==> src/rtl/temp_frame_tx.sv <==
// Framing stage between the sample averager and the UART transmitter: wraps each 16-bit
// count as SYNC, [SEQ], MSB, LSB, CHK and paces the bytes over the tx_start/tx_busy handshake.
module temp_frame_tx #(
    parameter logic [7:0]  SYNC_BYTE = 8'hA5,
    parameter int unsigned SEQ_EN    = 1,
    parameter int unsigned BUSY_TO   = 16
) (
    input  logic        clk,
    input  logic        reset,
    input  logic [15:0] sample_in,
    input  logic        sample_valid,
    input  logic        tx_busy,
    output logic        tx_start,
    output logic [7:0]  tx_data,
    output logic        frame_busy,
    output logic        frame_done,
    output logic [7:0]  seq,
    output logic [7:0]  drop_cnt
);
    localparam int unsigned IDX_W    = 3;
    localparam int unsigned LAST_IDX = (SEQ_EN != 0) ? 4 : 3;
    localparam int unsigned TO_W     = (BUSY_TO > 2) ? $clog2(BUSY_TO) : 1;
    localparam int unsigned TO_LAST  = (BUSY_TO > 0) ? BUSY_TO - 1 : 0;

    typedef enum logic [2:0] {
        ST_IDLE,
        ST_LOAD,
        ST_SEND,
        ST_WAIT_BUSY,
        ST_WAIT_DONE,
        ST_DONE
    } state_e;

    state_e             state_q, state_d;
    logic [IDX_W-1:0]   idx_q, idx_d;
    logic [TO_W-1:0]    to_cnt_q, to_cnt_d;
    logic [15:0]        frame_smp_q, frame_smp_d;
    logic [7:0]         frame_seq_q, frame_seq_d;
    logic [15:0]        pend_data_q, pend_data_d;
    logic               pend_full_q, pend_full_d;
    logic [7:0]         drop_cnt_q, drop_cnt_d;
    logic [7:0]         seq_q, seq_d;
    logic               tx_start_q, tx_start_d;
    logic [7:0]         tx_data_q, tx_data_d;
    logic               frame_busy_q, frame_busy_d;
    logic               frame_done_q, frame_done_d;

    // Byte at a given frame position; without the sequence byte, later positions shift down by one.
    function automatic logic [7:0] frame_byte(input logic [IDX_W-1:0] idx,
                                              input logic [15:0]      smp,
                                              input logic [7:0]       sq);
        logic [IDX_W-1:0] slot;
        logic [7:0]       seq_term;
        logic [7:0]       chk;
        seq_term = (SEQ_EN != 0) ? sq : 8'h00;
        chk      = SYNC_BYTE ^ seq_term ^ smp[15:8] ^ smp[7:0];
        slot     = ((SEQ_EN == 0) && (idx != '0)) ? idx + IDX_W'(1) : idx;
        case (slot)
            IDX_W'(0): frame_byte = SYNC_BYTE;
            IDX_W'(1): frame_byte = sq;
            IDX_W'(2): frame_byte = smp[15:8];
            IDX_W'(3): frame_byte = smp[7:0];
            default:   frame_byte = chk;
        endcase
    endfunction

    always_ff @(posedge clk or negedge reset) begin
        if (!reset) begin
            state_q      <= ST_IDLE;
            idx_q        <= '0;
            to_cnt_q     <= '0;
            frame_smp_q  <= '0;
            frame_seq_q  <= '0;
            pend_data_q  <= '0;
            pend_full_q  <= 1'b0;
            drop_cnt_q   <= '0;
            seq_q        <= '0;
            tx_start_q   <= 1'b0;
            tx_data_q    <= '0;
            frame_busy_q <= 1'b0;
            frame_done_q <= 1'b0;
        end else begin
            state_q      <= state_d;
            idx_q        <= idx_d;
            to_cnt_q     <= to_cnt_d;
            frame_smp_q  <= frame_smp_d;
            frame_seq_q  <= frame_seq_d;
            pend_data_q  <= pend_data_d;
            pend_full_q  <= pend_full_d;
            drop_cnt_q   <= drop_cnt_d;
            seq_q        <= seq_d;
            tx_start_q   <= tx_start_d;
            tx_data_q    <= tx_data_d;
            frame_busy_q <= frame_busy_d;
            frame_done_q <= frame_done_d;
        end
    end

    always_comb begin
        state_d      = state_q;
        idx_d        = idx_q;
        to_cnt_d     = to_cnt_q;
        frame_smp_d  = frame_smp_q;
        frame_seq_d  = frame_seq_q;
        pend_data_d  = pend_data_q;
        pend_full_d  = pend_full_q;
        drop_cnt_d   = drop_cnt_q;
        seq_d        = seq_q;
        tx_data_d    = tx_data_q;

        // A sample arriving while LOAD empties the buffer refills it without counting a drop.
        if (sample_valid) begin
            pend_data_d = sample_in;
            pend_full_d = 1'b1;
            if (pend_full_q && (state_q != ST_LOAD) && (drop_cnt_q != 8'hFF)) begin
                drop_cnt_d = drop_cnt_q + 8'd1;
            end
        end else if (state_q == ST_LOAD) begin
            pend_full_d = 1'b0;
        end

        case (state_q)
            ST_IDLE: begin
                if (pend_full_q) begin
                    state_d = ST_LOAD;
                end
            end
            ST_LOAD: begin
                frame_smp_d = pend_data_q;
                frame_seq_d = seq_q;
                idx_d       = '0;
                state_d     = ST_SEND;
            end
            ST_SEND: begin
                to_cnt_d = '0;
                state_d  = ST_WAIT_BUSY;
            end
            ST_WAIT_BUSY: begin
                // A UART that never raises busy is assumed to have taken the byte after BUSY_TO cycles.
                if (tx_busy || (to_cnt_q == TO_W'(TO_LAST))) begin
                    state_d = ST_WAIT_DONE;
                end else begin
                    to_cnt_d = to_cnt_q + TO_W'(1);
                end
            end
            ST_WAIT_DONE: begin
                if (!tx_busy) begin
                    if (idx_q == IDX_W'(LAST_IDX)) begin
                        state_d = ST_DONE;
                        seq_d   = seq_q + 8'd1;
                    end else begin
                        idx_d   = idx_q + IDX_W'(1);
                        state_d = ST_SEND;
                    end
                end
            end
            ST_DONE: begin
                state_d = ST_IDLE;
            end
            default: begin
                state_d = ST_IDLE;
            end
        endcase

        tx_start_d   = (state_d == ST_SEND);
        frame_done_d = (state_d == ST_DONE);
        frame_busy_d = (state_d == ST_LOAD) || (state_d == ST_SEND) ||
                       (state_d == ST_WAIT_BUSY) || (state_d == ST_WAIT_DONE);
        if (state_d == ST_SEND) begin
            tx_data_d = frame_byte(idx_d, frame_smp_d, frame_seq_d);
        end
    end

    assign tx_start   = tx_start_q;
    assign tx_data    = tx_data_q;
    assign frame_busy = frame_busy_q;
    assign frame_done = frame_done_q;
    assign seq        = seq_q;
    assign drop_cnt   = drop_cnt_q;

endmodule
==> config.mk <==
export PLATFORM = sky130hd
export DESIGN_NAME = temp_frame_tx
export DESIGN_NICKNAME = d
export VERILOG_FILES = /design/src/rtl/temp_frame_tx.sv
export SDC_FILE = /design/constraint.sdc
export NUM_CORES = 1
export LEC_CHECK = 0
export BUFFER_PORTS_ARGS = -buffer_cell sky130_fd_sc_hd__buf_4
export CAP_MARGIN = 20
export CORE_ASPECT_RATIO = 0.8
export CORE_MARGIN = 4
export CORE_UTILIZATION = 58
export DETAILED_ROUTE_END_ITERATION = 6
export GPL_ROUTABILITY_DRIVEN = 0
export PLACE_DENSITY_LB_ADDON = 0.12
export RECOVER_POWER = 100
export SLEW_MARGIN = 10
export SYNTH_ARGS = -nofsm -noshare
export SYNTH_HDL_FRONTEND = slang
export SYNTH_SLANG_ARGS = --single-unit
==> constraint.sdc <==
create_clock -name clk -period 2.93 [get_ports clk]
set_clock_uncertainty 0.05 [all_clocks]
set_input_delay 0.293 -clock clk [delete_from_list [all_inputs] [get_ports clk]]
set_output_delay 0.293 -clock clk [all_outputs]
set_load 0.01 [all_outputs]
==> summary.json, run 1 <==
{
  "detailed_routing": {
    "met3_length_um": 464,
    "vias": 2719,
    "top_layer_used": "met4",
    "drt-initial-drc-count": 222,
    "firstDrtPassIters": 5,
    "ant_nets": 0,
    "routedLengthMet1_um": 3910,
    "drt-wirelength-per-cell_um": 16.3,
    "route.met2.wl_um": 3320,
    "route.final.wire_length_um": 7750,
    "drc": 0,
    "vias_per_cell": 5.72
  },
  "hold_path": {
    "hold_start": "sample_in[3]",
    "worstHoldPathType": "primary input to flop",
    "holdPathStages": 2,
    "hold_end": "pend_data_q[3]$_DFFE_PN0P_"
  },
  "pwr": {
    "power_per_cell_area_nw_per_um2": 897,
    "share_of_power_burned_in_registers": 0.416,
    "leakage_power_of_the_design_nw": 2.00,
    "post-layout-total-power_mw": 3.90,
    "share_comb_of_total_power": 0.374,
    "power.net_switching_mw": 1.46,
    "netSwitchingFraction": 0.375,
    "clock_power_share": 0.210,
    "max-vdd-ir-drop_uv": 460,
    "power_report.internal_total_mw": 2.44
  },
  "setup_path": {
    "worstPathCellList": "nor3b_1 -> buf_12 -> mux2_1 -> or3_1 -> o221ai_1 -> a31oi_1",
    "timing.rr.start": "state_q[0]$_DFF_PN0_",
    "r2r_setup_slack_ns": 0.49,
    "worstPathRequired_ns": 3.10,
    "critPathCaptureType": "flop",
    "crit_path_top_delay_cell": "sky130_fd_sc_hd__dfrtp_1",
    "r2r_end": "tx_data[6]$_DFFE_PN0P_",
    "r2r_cells": 6,
    "critical-path-max-stage-delay_ns": 0.58,
    "cp_top_family": "simple AND/OR/NAND/NOR gates",
    "startpoint_type": "flop",
    "worstSetupPathType": "flop to flop",
    "cp_data_arrival_time_ns": 2.62,
    "path_buf_inv": 1,
    "crit_path_max_fanout": 29
  },
  "yosys": {
    "synthDominantAreaCellType": "sky130_fd_sc_hd__dfrtp_1",
    "count_of_unique_library_cells_instantiated_by_yosys": 49,
    "synth_sequential_area_ratio": 0.510,
    "ys_async_sr_fraction": 1.00,
    "synthesis_warning_total": 0,
    "flop_and_latch_count_out_of_synthesis": 78,
    "synth_flop_cell": "sky130_fd_sc_hd__dfrtp_1",
    "post_synth.cell_area_avg_um2": 11.4,
    "synth.top_cell.area_share": 0.510,
    "synthesis.nets": 360,
    "synth.top_cells.by_area": "sky130_fd_sc_hd__dfrtp_1 51%, sky130_fd_sc_hd__mux2_2 9.7%, sky130_fd_sc_hd__xnor2_1 5.3%, sky130_fd_sc_hd__nand2_1 3.9%, sky130_fd_sc_hd__xor2_1 3.4%",
    "post_synth_edffs": 0,
    "syn-instance-count": 335,
    "synth.cell_area_um2": 3820
  },
  "cells_and_area": {
    "post_layout_nonfiller_instances": 475,
    "multiInputGateArea_um2": 1760,
    "drive_gt1_frac": 0.169,
    "area.sequential_um2": 1950,
    "design.final.nets": 411,
    "filler_cell_count": 515,
    "syn2layout_area_growth_pct": 13.6,
    "antenna_cells": 0
  },
  "timing": {
    "tns_ns": 0,
    "report.final.slew_viol_count": 79,
    "final_min_period_over_clock_period": 0.833,
    "final_period_minus_worst_setup_slack_ns": 2.44,
    "setup_viol": 0,
    "relative_max_transition_margin": -0.276,
    "worstMarginPinSlew_ns": 1.91,
    "final-hold-violation-count": 0,
    "finalHoldWorstSlack_ns": 0.107,
    "max_freq_ghz": 0.410,
    "grt_setup_unrepaired": "no"
  },
  "clocking": {
    "cts_buffers": 9,
    "cts_root_buf": "sky130_fd_sc_hd__clkbuf_8",
    "cts-hold-fix-buffers": 0,
    "post_cts_resize_count": 0,
    "clock_tree.htree_level_count": 3,
    "path_clk_slew_ns": 0.08,
    "tritoncts_num_sinks": 78,
    "tritoncts": "yes",
    "post_cts_buffers": 0,
    "worst_skew_pair.late_latency_ns": 0.36,
    "clock_tree.buffer_depth": 2
  },
  "floorplan": {
    "fp-row-count": 26,
    "num_io_pins": 47,
    "design.die.area_um2": 7970,
    "initial_core_util": 0.597,
    "die_h_um": 80.6,
    "core_area_um2": 6410,
    "chipWidth_um": 98.8
  },
  "placed_design": {
    "port_buffers": 46,
    "place_inst": 459,
    "dpl.hpwl_um": 5550
  },
  "run_status": {
    "failing_checks": "max-capacitance violations, max-slew violations",
    "status": "finished with violations"
  },
  "grt": {
    "global_route.overflow_total": 0,
    "grt_max_degree": 79,
    "grt_pass1_wl_um": 13000,
    "via_count_of_the_first_global_routing_pass": 2589,
    "track_usage": 0.210,
    "grt_antenna_before_repair": 0
  },
  "job": {
    "max_cap_violations": 1
  }
}
-- power groups by stage --
stage	clock [mW]	combinational (mW)	sequential (mW)
6_report	0.817	1.46	1.62
3_3_place_gp	0	1.54	1.63
2_1_floorplan	0	1.09	1.63
3_5_place_dp	0	1.58	1.65
5_1_grt	0.887	1.60	1.67
4_1_cts	0.842	1.58	1.63
-- area by class of cell --
class	instances	share of cell area
Clock buffer	10	0.0317
Tap cell	84	0.0242
Sequential cell	78	0.449
Clock inverter	6	0.0158
Multi-Input combinational cell	238	0.405
Timing Repair Buffer	50	0.0636
Inverter	9	0.0107
-- how the worst max path moves through the flow --
stage / slack (ns) / endpoint / depth (start not counted) / from
after floorplan: 0.89 / tx_data[5]$_DFFE_PN0P_ / 6 / state_q[1]$_DFF_PN0_
after global placement: 0.66 / tx_data[5]$_DFFE_PN0P_ / 6 / state_q[0]$_DFF_PN0_
after detailed placement: 0.62 / tx_data[5]$_DFFE_PN0P_ / 6 / state_q[0]$_DFF_PN0_
after CTS: 0.61 / tx_data[5]$_DFFE_PN0P_ / 6 / state_q[0]$_DFF_PN0_
after global routing: 0.33 / tx_data[3]$_DFFE_PN0P_ / 8 / state_q[0]$_DFF_PN0_
final: 0.49 / tx_data[6]$_DFFE_PN0P_ / 6 / state_q[0]$_DFF_PN0_
-- logic make-up after synthesis --
family          after synthesis  synth area share
compound gates               56             0.106
xor+xnor                     38            0.0870
fa+ha+maj                     5            0.0164
buf+inv                      19            0.0294
flops                        78             0.510
mux                          45             0.129
simple gates                 94             0.122
-- sequential cells by signal, summed over array words and instances, names as in the netlist --
register	count
frame_done	1
pend_full_q	1
state_q	3
frame_smp_q	16
pend_data_q	16
tx_data	8
idx_q	3
frame_busy	1
frame_seq_q	8
seq	8
to_cnt_q	4
tx_start	1
drop_cnt	8
-- through the flow --
stage	setup slack [ns]	util	instance area, µm²
2_1_floorplan	0.892	-	3820
3_3_place_gp	0.662	0.664	4260
3_5_place_dp	0.619	0.664	4260
4_1_cts	0.608	0.696	4460
5_1_grt	0.332	0.678	4350
6_report	0.489	0.678	4350
-- layer usage --
metal | track usage | vias to the layer above
met2 | 0.297 | 87
met3 | 0.0599 | 8
met4 | 0.0668 | 0
li1 | - | 1303
met1 | 0.309 | 1321
met5 | 0 | -
-- placed cells by master, fill, tap and decap left out, types with 12 or more instances in the layout --
master,instances
sky130_fd_sc_hd__mux2i_1,12
sky130_fd_sc_hd__nand2_1,40
sky130_fd_sc_hd__dfrtp_1,78
sky130_fd_sc_hd__nand3_1,13
sky130_fd_sc_hd__mux2_2,21
sky130_fd_sc_hd__xor2_1,15
sky130_fd_sc_hd__nor2_1,12
sky130_fd_sc_hd__mux2_1,12
sky130_fd_sc_hd__buf_4,19
sky130_fd_sc_hd__xnor2_1,23
sky130_fd_sc_hd__clkbuf_1,29
-- synth_stat cells (5+ instances only) --
master and number:
sky130_fd_sc_hd__o21ai_0 11, sky130_fd_sc_hd__xor2_1 15, sky130_fd_sc_hd__a21oi_1 9, sky130_fd_sc_hd__mux2_2 33, sky130_fd_sc_hd__inv_1 7, sky130_fd_sc_hd__nor3_1 5
sky130_fd_sc_hd__mux2i_1 12, sky130_fd_sc_hd__dfrtp_1 78, sky130_fd_sc_hd__nor2_1 12, sky130_fd_sc_hd__a21o_1 6, sky130_fd_sc_hd__or3_1 6, sky130_fd_sc_hd__xnor2_1 23
sky130_fd_sc_hd__ha_1 5, sky130_fd_sc_hd__nand2_1 40, sky130_fd_sc_hd__nand3_1 13
(Power assumes the default switching activity.)
==> run 2: changes to the inputs <==
- clock period: 2.93 -> 2.4 ns (I/O delays scaled with it)
==> summary.json, run 2 (synthesis results as in run 1) <==
{
  "run_status": {
    "status": "finished with violations",
    "failing_checks": "max-capacitance violations, max-slew violations"
  },
  "timing": {
    "final-hold-violation-count": 0,
    "worstMarginPinSlew_ns": 1.86,
    "final_min_period_over_clock_period": 0.917,
    "relative_max_transition_margin": -0.239,
    "final_period_minus_worst_setup_slack_ns": 2.20,
    "grt_setup_unrepaired": "no",
    "max_freq_ghz": 0.454,
    "tns_ns": 0,
    "report.final.slew_viol_count": 79,
    "setup_viol": 0
  },
  "cells_and_area": {
    "antenna_cells": 0,
    "mostFrequentLayoutCells": "78 x sky130_fd_sc_hd__dfrtp_1, 40 x sky130_fd_sc_hd__nand2_1, 30 x sky130_fd_sc_hd__clkbuf_1",
    "design.final.nets": 415,
    "finalInstanceArea_um2": 4370,
    "drive_gt1_frac": 0.180,
    "syn2layout_area_growth_pct": 14.2,
    "layout.cells.most_common": "sky130_fd_sc_hd__dfrtp_1",
    "post_layout_nonfiller_instances": 479,
    "largestRegisters": "frame_smp_q (16), pend_data_q (16)"
  },
  "setup_path": {
    "r2r_setup_slack_ns": 0.20,
    "timing.rr.start": "idx_q[0]$_DFF_PN0_",
    "critPathCaptureType": "flop",
    "cp_data_arrival_time_ns": 2.37,
    "worstSetupPathType": "flop to flop",
    "r2r_end": "tx_data[0]$_DFFE_PN0P_",
    "worstPathRequired_ns": 2.57,
    "crit_path_max_fanout": 8,
    "r2r_cells": 7,
    "startpoint_type": "flop"
  },
  "pwr": {
    "max-vdd-ir-drop_uv": 538,
    "netSwitchingFraction": 0.379,
    "clock_power_share": 0.190,
    "power_per_cell_area_nw_per_um2": 1070,
    "share_comb_of_total_power": 0.390,
    "share_of_power_burned_in_registers": 0.420,
    "power_report.internal_total_mw": 2.91,
    "leakage_power_of_the_design_nw": 2.01,
    "power.net_switching_mw": 1.78
  },
  "placed_design": {
    "placement.cell_area_um2": 4300,
    "place_inst": 463,
    "dpl.hpwl_um": 5550,
    "port_buffers": 46
  },
  "clocking": {
    "path_clk_slew_ns": 0.08,
    "cts-hold-fix-buffers": 0,
    "clock_tree.htree_level_count": 3,
    "tritoncts_num_sinks": 78,
    "cts_root_buf": "sky130_fd_sc_hd__clkbuf_8",
    "cts_buffers": 9,
    "worst_skew_pair.late_latency_ns": 0.35,
    "tritoncts": "yes",
    "clock_tree.buffer_depth": 2
  },
  "grt": {
    "track_usage": 0.212,
    "global_route.overflow_total": 0,
    "grt_pass1_wl_um": 13200,
    "grt_max_degree": 79,
    "grt_antenna_before_repair": 0,
    "via_count_of_the_first_global_routing_pass": 2642
  },
  "detailed_routing": {
    "route.final.wire_length_um": 7640,
    "vias_per_cell": 5.60,
    "firstDrtPassIters": 4,
    "drt-initial-drc-count": 172,
    "drc": 0,
    "ant_nets": 0,
    "drt-wirelength-per-cell_um": 15.9,
    "vias": 2684
  },
  "job": {
    "max_cap_violations": 1
  },
  "floorplan": {
    "design.die.area_um2": 7970,
    "initial_core_util": 0.597,
    "fp-row-count": 26,
    "num_io_pins": 47,
    "chipWidth_um": 98.8,
    "die_h_um": 80.6,
    "core_area_um2": 6410
  },
  "hold_path": {
    "hold_start": "sample_in[5]",
    "hold_end": "pend_data_q[5]$_DFFE_PN0P_",
    "worstHoldPathType": "primary input to flop",
    "holdPathStages": 2
  }
}
==> run 2: power by group through the flow <==
| stage | registers, mW | clock network (mW) | logic [mW] |
|---|---|---|---|
| detailed placement | 2.00 | 0 | 1.97 |
| CTS | 1.98 | 0.916 | 1.97 |
| global route | 2.03 | 0.979 | 2.05 |
| floorplan | 1.99 | 0 | 1.33 |
| finish | 1.97 | 0.890 | 1.83 |
| global placement | 1.98 | 0 | 1.94 |
==> run 2: worst max-delay path by stage <==
| stage | from | to | slack, ns |
|---|---|---|---|
| finish | idx_q[0]$_DFF_PN0_ | tx_data[0]$_DFFE_PN0P_ | 0.20 |
| global route | idx_q[0]$_DFF_PN0_ | tx_data[0]$_DFFE_PN0P_ | 0.0006 |
| floorplan | state_q[1]$_DFF_PN0_ | tx_data[5]$_DFFE_PN0P_ | 0.36 |
| CTS | state_q[1]$_DFF_PN0_ | tx_data[0]$_DFFE_PN0P_ | 0.21 |
| detailed placement | state_q[1]$_DFF_PN0_ | tx_data[2]$_DFFE_PN0P_ | 0.21 |
| global placement | state_q[1]$_DFF_PN0_ | tx_data[7]$_DFFE_PN0P_ | 0.25 |
==> run 2: worst max-delay path, cell delays in order (launching register included) <==
cell and delay (ns):
sky130_fd_sc_hd__dfrtp_1 0.44, sky130_fd_sc_hd__inv_1 0.18, sky130_fd_sc_hd__ha_1 0.24, sky130_fd_sc_hd__nand2_1 0.14
sky130_fd_sc_hd__and3_1 0.29, sky130_fd_sc_hd__or3_1 0.39, sky130_fd_sc_hd__a22oi_1 0.23, sky130_fd_sc_hd__o31ai_2 0.11
==> run 2: layout make-up <==
| cell class | count | area (µm²) |
|---|---|---|
| clock buffer | 10 | 138 |
| clock inverter | 6 | 46.3 |
| fill | 525 | 2040 |
| inverter | 9 | 46.3 |
| multi-input combinational | 238 | 1770 |
| sequential | 78 | 1950 |
| tap | 84 | 105 |
| timing repair buffer | 54 | 315 |
==> run 2: per-stage QoR <==
| stage | hold WS, ns | power, mW | worst slack, ns | util |
|---|---|---|---|---|
| after floorplan | -0.106 | 3.32 | 0.362 | - |
| after global placement | 0.408 | 3.93 | 0.251 | 0.671 |
| after detailed placement | 0.401 | 3.97 | 0.209 | 0.671 |
| after CTS | 0.0228 | 4.87 | 0.207 | 0.700 |
| after global routing | 0.0570 | 5.06 | 0.000560 | 0.682 |
| final | 0.0728 | 4.69 | 0.199 | 0.682 |
==> run 2: timing repair <==
| action | in CTS | in global routing |
|---|---|---|
| resized for setup | 0 | 0 |
| endpoints found under the hold margin | 0 | 0 |
| buffers inserted | 0 | 0 |
| setup endpoints to repair | 0 | 1 |
==> run 2: layer usage <==
layer / GRT usage / routed length, µm / vias to the layer above
met5: 0 / 0 / -
met4: 0.0600 / 59 / 0
met2: 0.297 / 3280 / 86
met3: 0.0538 / 571 / 6
met1: 0.324 / 3730 / 1287
li1: - / - / 1305
==> run 3: changes to the inputs <==
- ABC_AREA: default -> 1
==> summary.json, run 3 <==
{
  "timing": {
    "final_min_period_over_clock_period": 0.924,
    "final_critical_path_setup_slack_ns": 0.183,
    "tns_ns": 0,
    "relative_max_transition_margin": 0.257,
    "grt_setup_unrepaired": "no",
    "final_period_minus_worst_setup_slack_ns": 2.22,
    "setup_viol": 0,
    "final-hold-violation-count": 0,
    "finalHoldWorstSlack_ns": 0.0325,
    "worstMarginPinSlew_ns": 1.11,
    "max_freq_ghz": 0.451,
    "report.final.slew_viol_count": 0
  },
  "clocking": {
    "path_clk_slew_ns": 0.08,
    "tritoncts_num_sinks": 78,
    "tritoncts": "yes",
    "worst_skew_pair.late_latency_ns": 0.35,
    "cts_buffers": 9,
    "clock_tree.htree_level_count": 3,
    "cts_root_buf": "sky130_fd_sc_hd__clkbuf_8",
    "clock_tree.buffer_depth": 2,
    "post_cts_buffers": 0
  },
  "placed_design": {
    "place_inst": 601,
    "port_buffers": 46,
    "dpl.hpwl_um": 6210,
    "placement.cell_area_um2": 4380,
    "post-place-ws_ns": 0.160
  },
  "cells_and_area": {
    "filler_cell_count": 556,
    "layout.cells.most_common": "sky130_fd_sc_hd__nand2_1",
    "syn2layout_area_growth_pct": 13.0,
    "largestRegisters": "frame_smp_q (16), pend_data_q (16)",
    "design.final.nets": 554,
    "final_core_utilization": 0.689,
    "mostFrequentLayoutCells": "129 x sky130_fd_sc_hd__nand2_1, 78 x sky130_fd_sc_hd__dfrtp_1, 52 x sky130_fd_sc_hd__nand3_1",
    "post_layout_nonfiller_instances": 618,
    "drive_gt1_frac": 0.118,
    "antenna_cells": 0,
    "finalInstanceArea_um2": 4480
  },
  "yosys": {
    "synth.top_cells.by_area": "sky130_fd_sc_hd__dfrtp_1 49%, sky130_fd_sc_hd__nand2_1 12%, sky130_fd_sc_hd__nand3_1 6.6%, sky130_fd_sc_hd__o21ai_0 4.3%, sky130_fd_sc_hd__inv_1 4.3%",
    "synthDominantAreaCellType": "sky130_fd_sc_hd__dfrtp_1",
    "post_synth.cell_area_avg_um2": 8.27,
    "synth_sequential_area_ratio": 0.492,
    "count_of_unique_library_cells_instantiated_by_yosys": 32,
    "synth.cell_area_um2": 3970,
    "synth.top_cell.area_share": 0.492,
    "synthesis.nets": 505,
    "synth_flop_cell": "sky130_fd_sc_hd__dfrtp_1",
    "post_synth_edffs": 0,
    "flop_and_latch_count_out_of_synthesis": 78,
    "dominant_cell_by_count_in_the_synthesized_netlist": "sky130_fd_sc_hd__nand2_1",
    "ys_async_sr_fraction": 1.00,
    "syn-instance-count": 480,
    "synthesis_warning_total": 0,
    "yosys-top-cells-count": "128 x sky130_fd_sc_hd__nand2_1, 78 x sky130_fd_sc_hd__dfrtp_1, 52 x sky130_fd_sc_hd__nand3_1"
  },
  "detailed_routing": {
    "drt-wirelength-per-cell_um": 14.7,
    "drc": 0,
    "firstDrtPassIters": 5,
    "vias_per_cell": 5.49,
    "vias": 3394,
    "drt-initial-drc-count": 390,
    "route.final.wire_length_um": 9060,
    "ant_nets": 0
  },
  "setup_path": {
    "startpoint_type": "flop",
    "worstSetupPathType": "flop to flop",
    "crit_path_max_fanout": 27,
    "critPathCaptureType": "flop",
    "cp_data_arrival_time_ns": 2.46,
    "worstPathRequired_ns": 2.64
  },
  "hold_path": {
    "worstHoldPathType": "primary input to flop"
  },
  "run_status": {
    "status": "finished clean"
  },
  "pwr": {
    "power_per_cell_area_nw_per_um2": 1190,
    "share_comb_of_total_power": 0.426,
    "power.net_switching_mw": 2.26,
    "clock_power_share": 0.210,
    "leakage_power_of_the_design_nw": 2.17,
    "power_report.internal_total_mw": 3.09,
    "share_of_power_burned_in_registers": 0.364,
    "post-layout-total-power_mw": 5.35,
    "netSwitchingFraction": 0.422,
    "max-vdd-ir-drop_uv": 596
  },
  "floorplan": {
    "die_h_um": 82,
    "design.die.area_um2": 8240,
    "chipWidth_um": 101,
    "num_io_pins": 47,
    "initial_core_util": 0.610,
    "fp-row-count": 26,
    "core_area_um2": 6510
  },
  "grt": {
    "grt_antenna_before_repair": 0,
    "grt_pass1_wl_um": 15100,
    "global_route.overflow_total": 0,
    "track_usage": 0.238,
    "grt_max_degree": 46,
    "via_count_of_the_first_global_routing_pass": 3143
  },
  "job": {
    "max_cap_violations": 0
  }
}
==> run 3: changes by cell type in the layout (fill, tap and decap cells not counted), moves of 7 or more <==
| cell | before | now |
|---|---|---|
| sky130_fd_sc_hd__mux2_1 | 11 | 0 |
| sky130_fd_sc_hd__inv_1 | 7 | 46 |
| sky130_fd_sc_hd__mux2i_1 | 12 | 0 |
| sky130_fd_sc_hd__o21ai_0 | 11 | 45 |
| sky130_fd_sc_hd__nor2_1 | 12 | 33 |
| sky130_fd_sc_hd__mux2_2 | 22 | 2 |
| sky130_fd_sc_hd__nand3_1 | 13 | 52 |
| sky130_fd_sc_hd__o21ai_2 | 0 | 7 |
| sky130_fd_sc_hd__xnor2_1 | 23 | 3 |
| sky130_fd_sc_hd__nand2_1 | 40 | 129 |
| sky130_fd_sc_hd__o21ai_1 | 0 | 12 |
==> run 3: path summary, 6_finish.rpt <==
check	slack, ns	startpoint	depth (start not counted)	endpoint
max	0.18	state_q[2]$_DFF_PN0_	10	tx_data[3]$_DFFE_PN0P_
min	0.03	sample_in[9]	3	pend_data_q[9]$_DFFE_PN0P_
max reg2reg	0.18	state_q[2]$_DFF_PN0_	10	tx_data[3]$_DFFE_PN0P_
min reg2reg	0.44	seq[3]$_DFFE_PN0P_	1	seq[3]$_DFFE_PN0P_
max in group asynchronous	0.66	reset	3	tx_start$_DFF_PN0_
min in group asynchronous	0.57	reset	2	frame_done$_DFF_PN0_
==> run 3: metal layers <==
metal,GRT usage,wire [µm],vias to the layer above
met5,0,0,-
met4,0.0781,89,0
met3,0.0526,858,11
met2,0.366,3960,161
met1,0.337,4140,1563
li1,-,-,1659
==> run 3: kinds of logic (layout without fill, tap and decap cells) <==
family	count (synthesis)	after routing	share of synthesized area
xor gates and xnor gates	14	14	0.0309
and+or+nand+nor	246	246	0.285
AOI/OAI and AO/OA	71	71	0.0993
adders and majority gates	5	5	0.0158
muxes	2	2	0.00567
DFF	78	78	0.492
buffers and inverters	64	118	0.0719
==> run 3: repair_timing <==
item	in CTS	in global routing
setup endpoints to repair	0	8
hold buffers	1	0
resized for setup	0	1
endpoints found under the hold margin	43	0
==> run 3: area by class of cell <==
cell class	count	area, µm²	area share
clock inverters	5	81.3	0.0181
well taps	84	105	0.0234
multi-input cells	338	1710	0.381
inverters	48	180	0.0402
repair buffers	54	308	0.0686
flip-flops and latches	78	1950	0.435
clock buffers	11	151	0.0338
==> run 3: power groups by stage <==
stage          combinational, mW  sequential (mW)  clock, mW
5_1_grt                     2.57             2.00       1.20
3_3_place_gp                2.28             1.95          0
6_report                    2.28             1.95       1.12
4_1_cts                     2.40             1.95       1.14
3_5_place_dp                2.37             1.97          0
2_1_floorplan               1.69             1.97          0
==> run 3: critical path: stages (launching register included) <==
cell and delay [ns]:
sky130_fd_sc_hd__dfrtp_1 0.45, sky130_fd_sc_hd__inv_2 0.16, sky130_fd_sc_hd__nand3_4 0.27, sky130_fd_sc_hd__buf_12 0.27
sky130_fd_sc_hd__o21ai_0 0.43, sky130_fd_sc_hd__nand2_1 0.11, sky130_fd_sc_hd__nand3_1 0.11, sky130_fd_sc_hd__nand3_1 0.08
sky130_fd_sc_hd__nand2_1 0.08, sky130_fd_sc_hd__nor2_1 0.06, sky130_fd_sc_hd__nor2_1 0.08
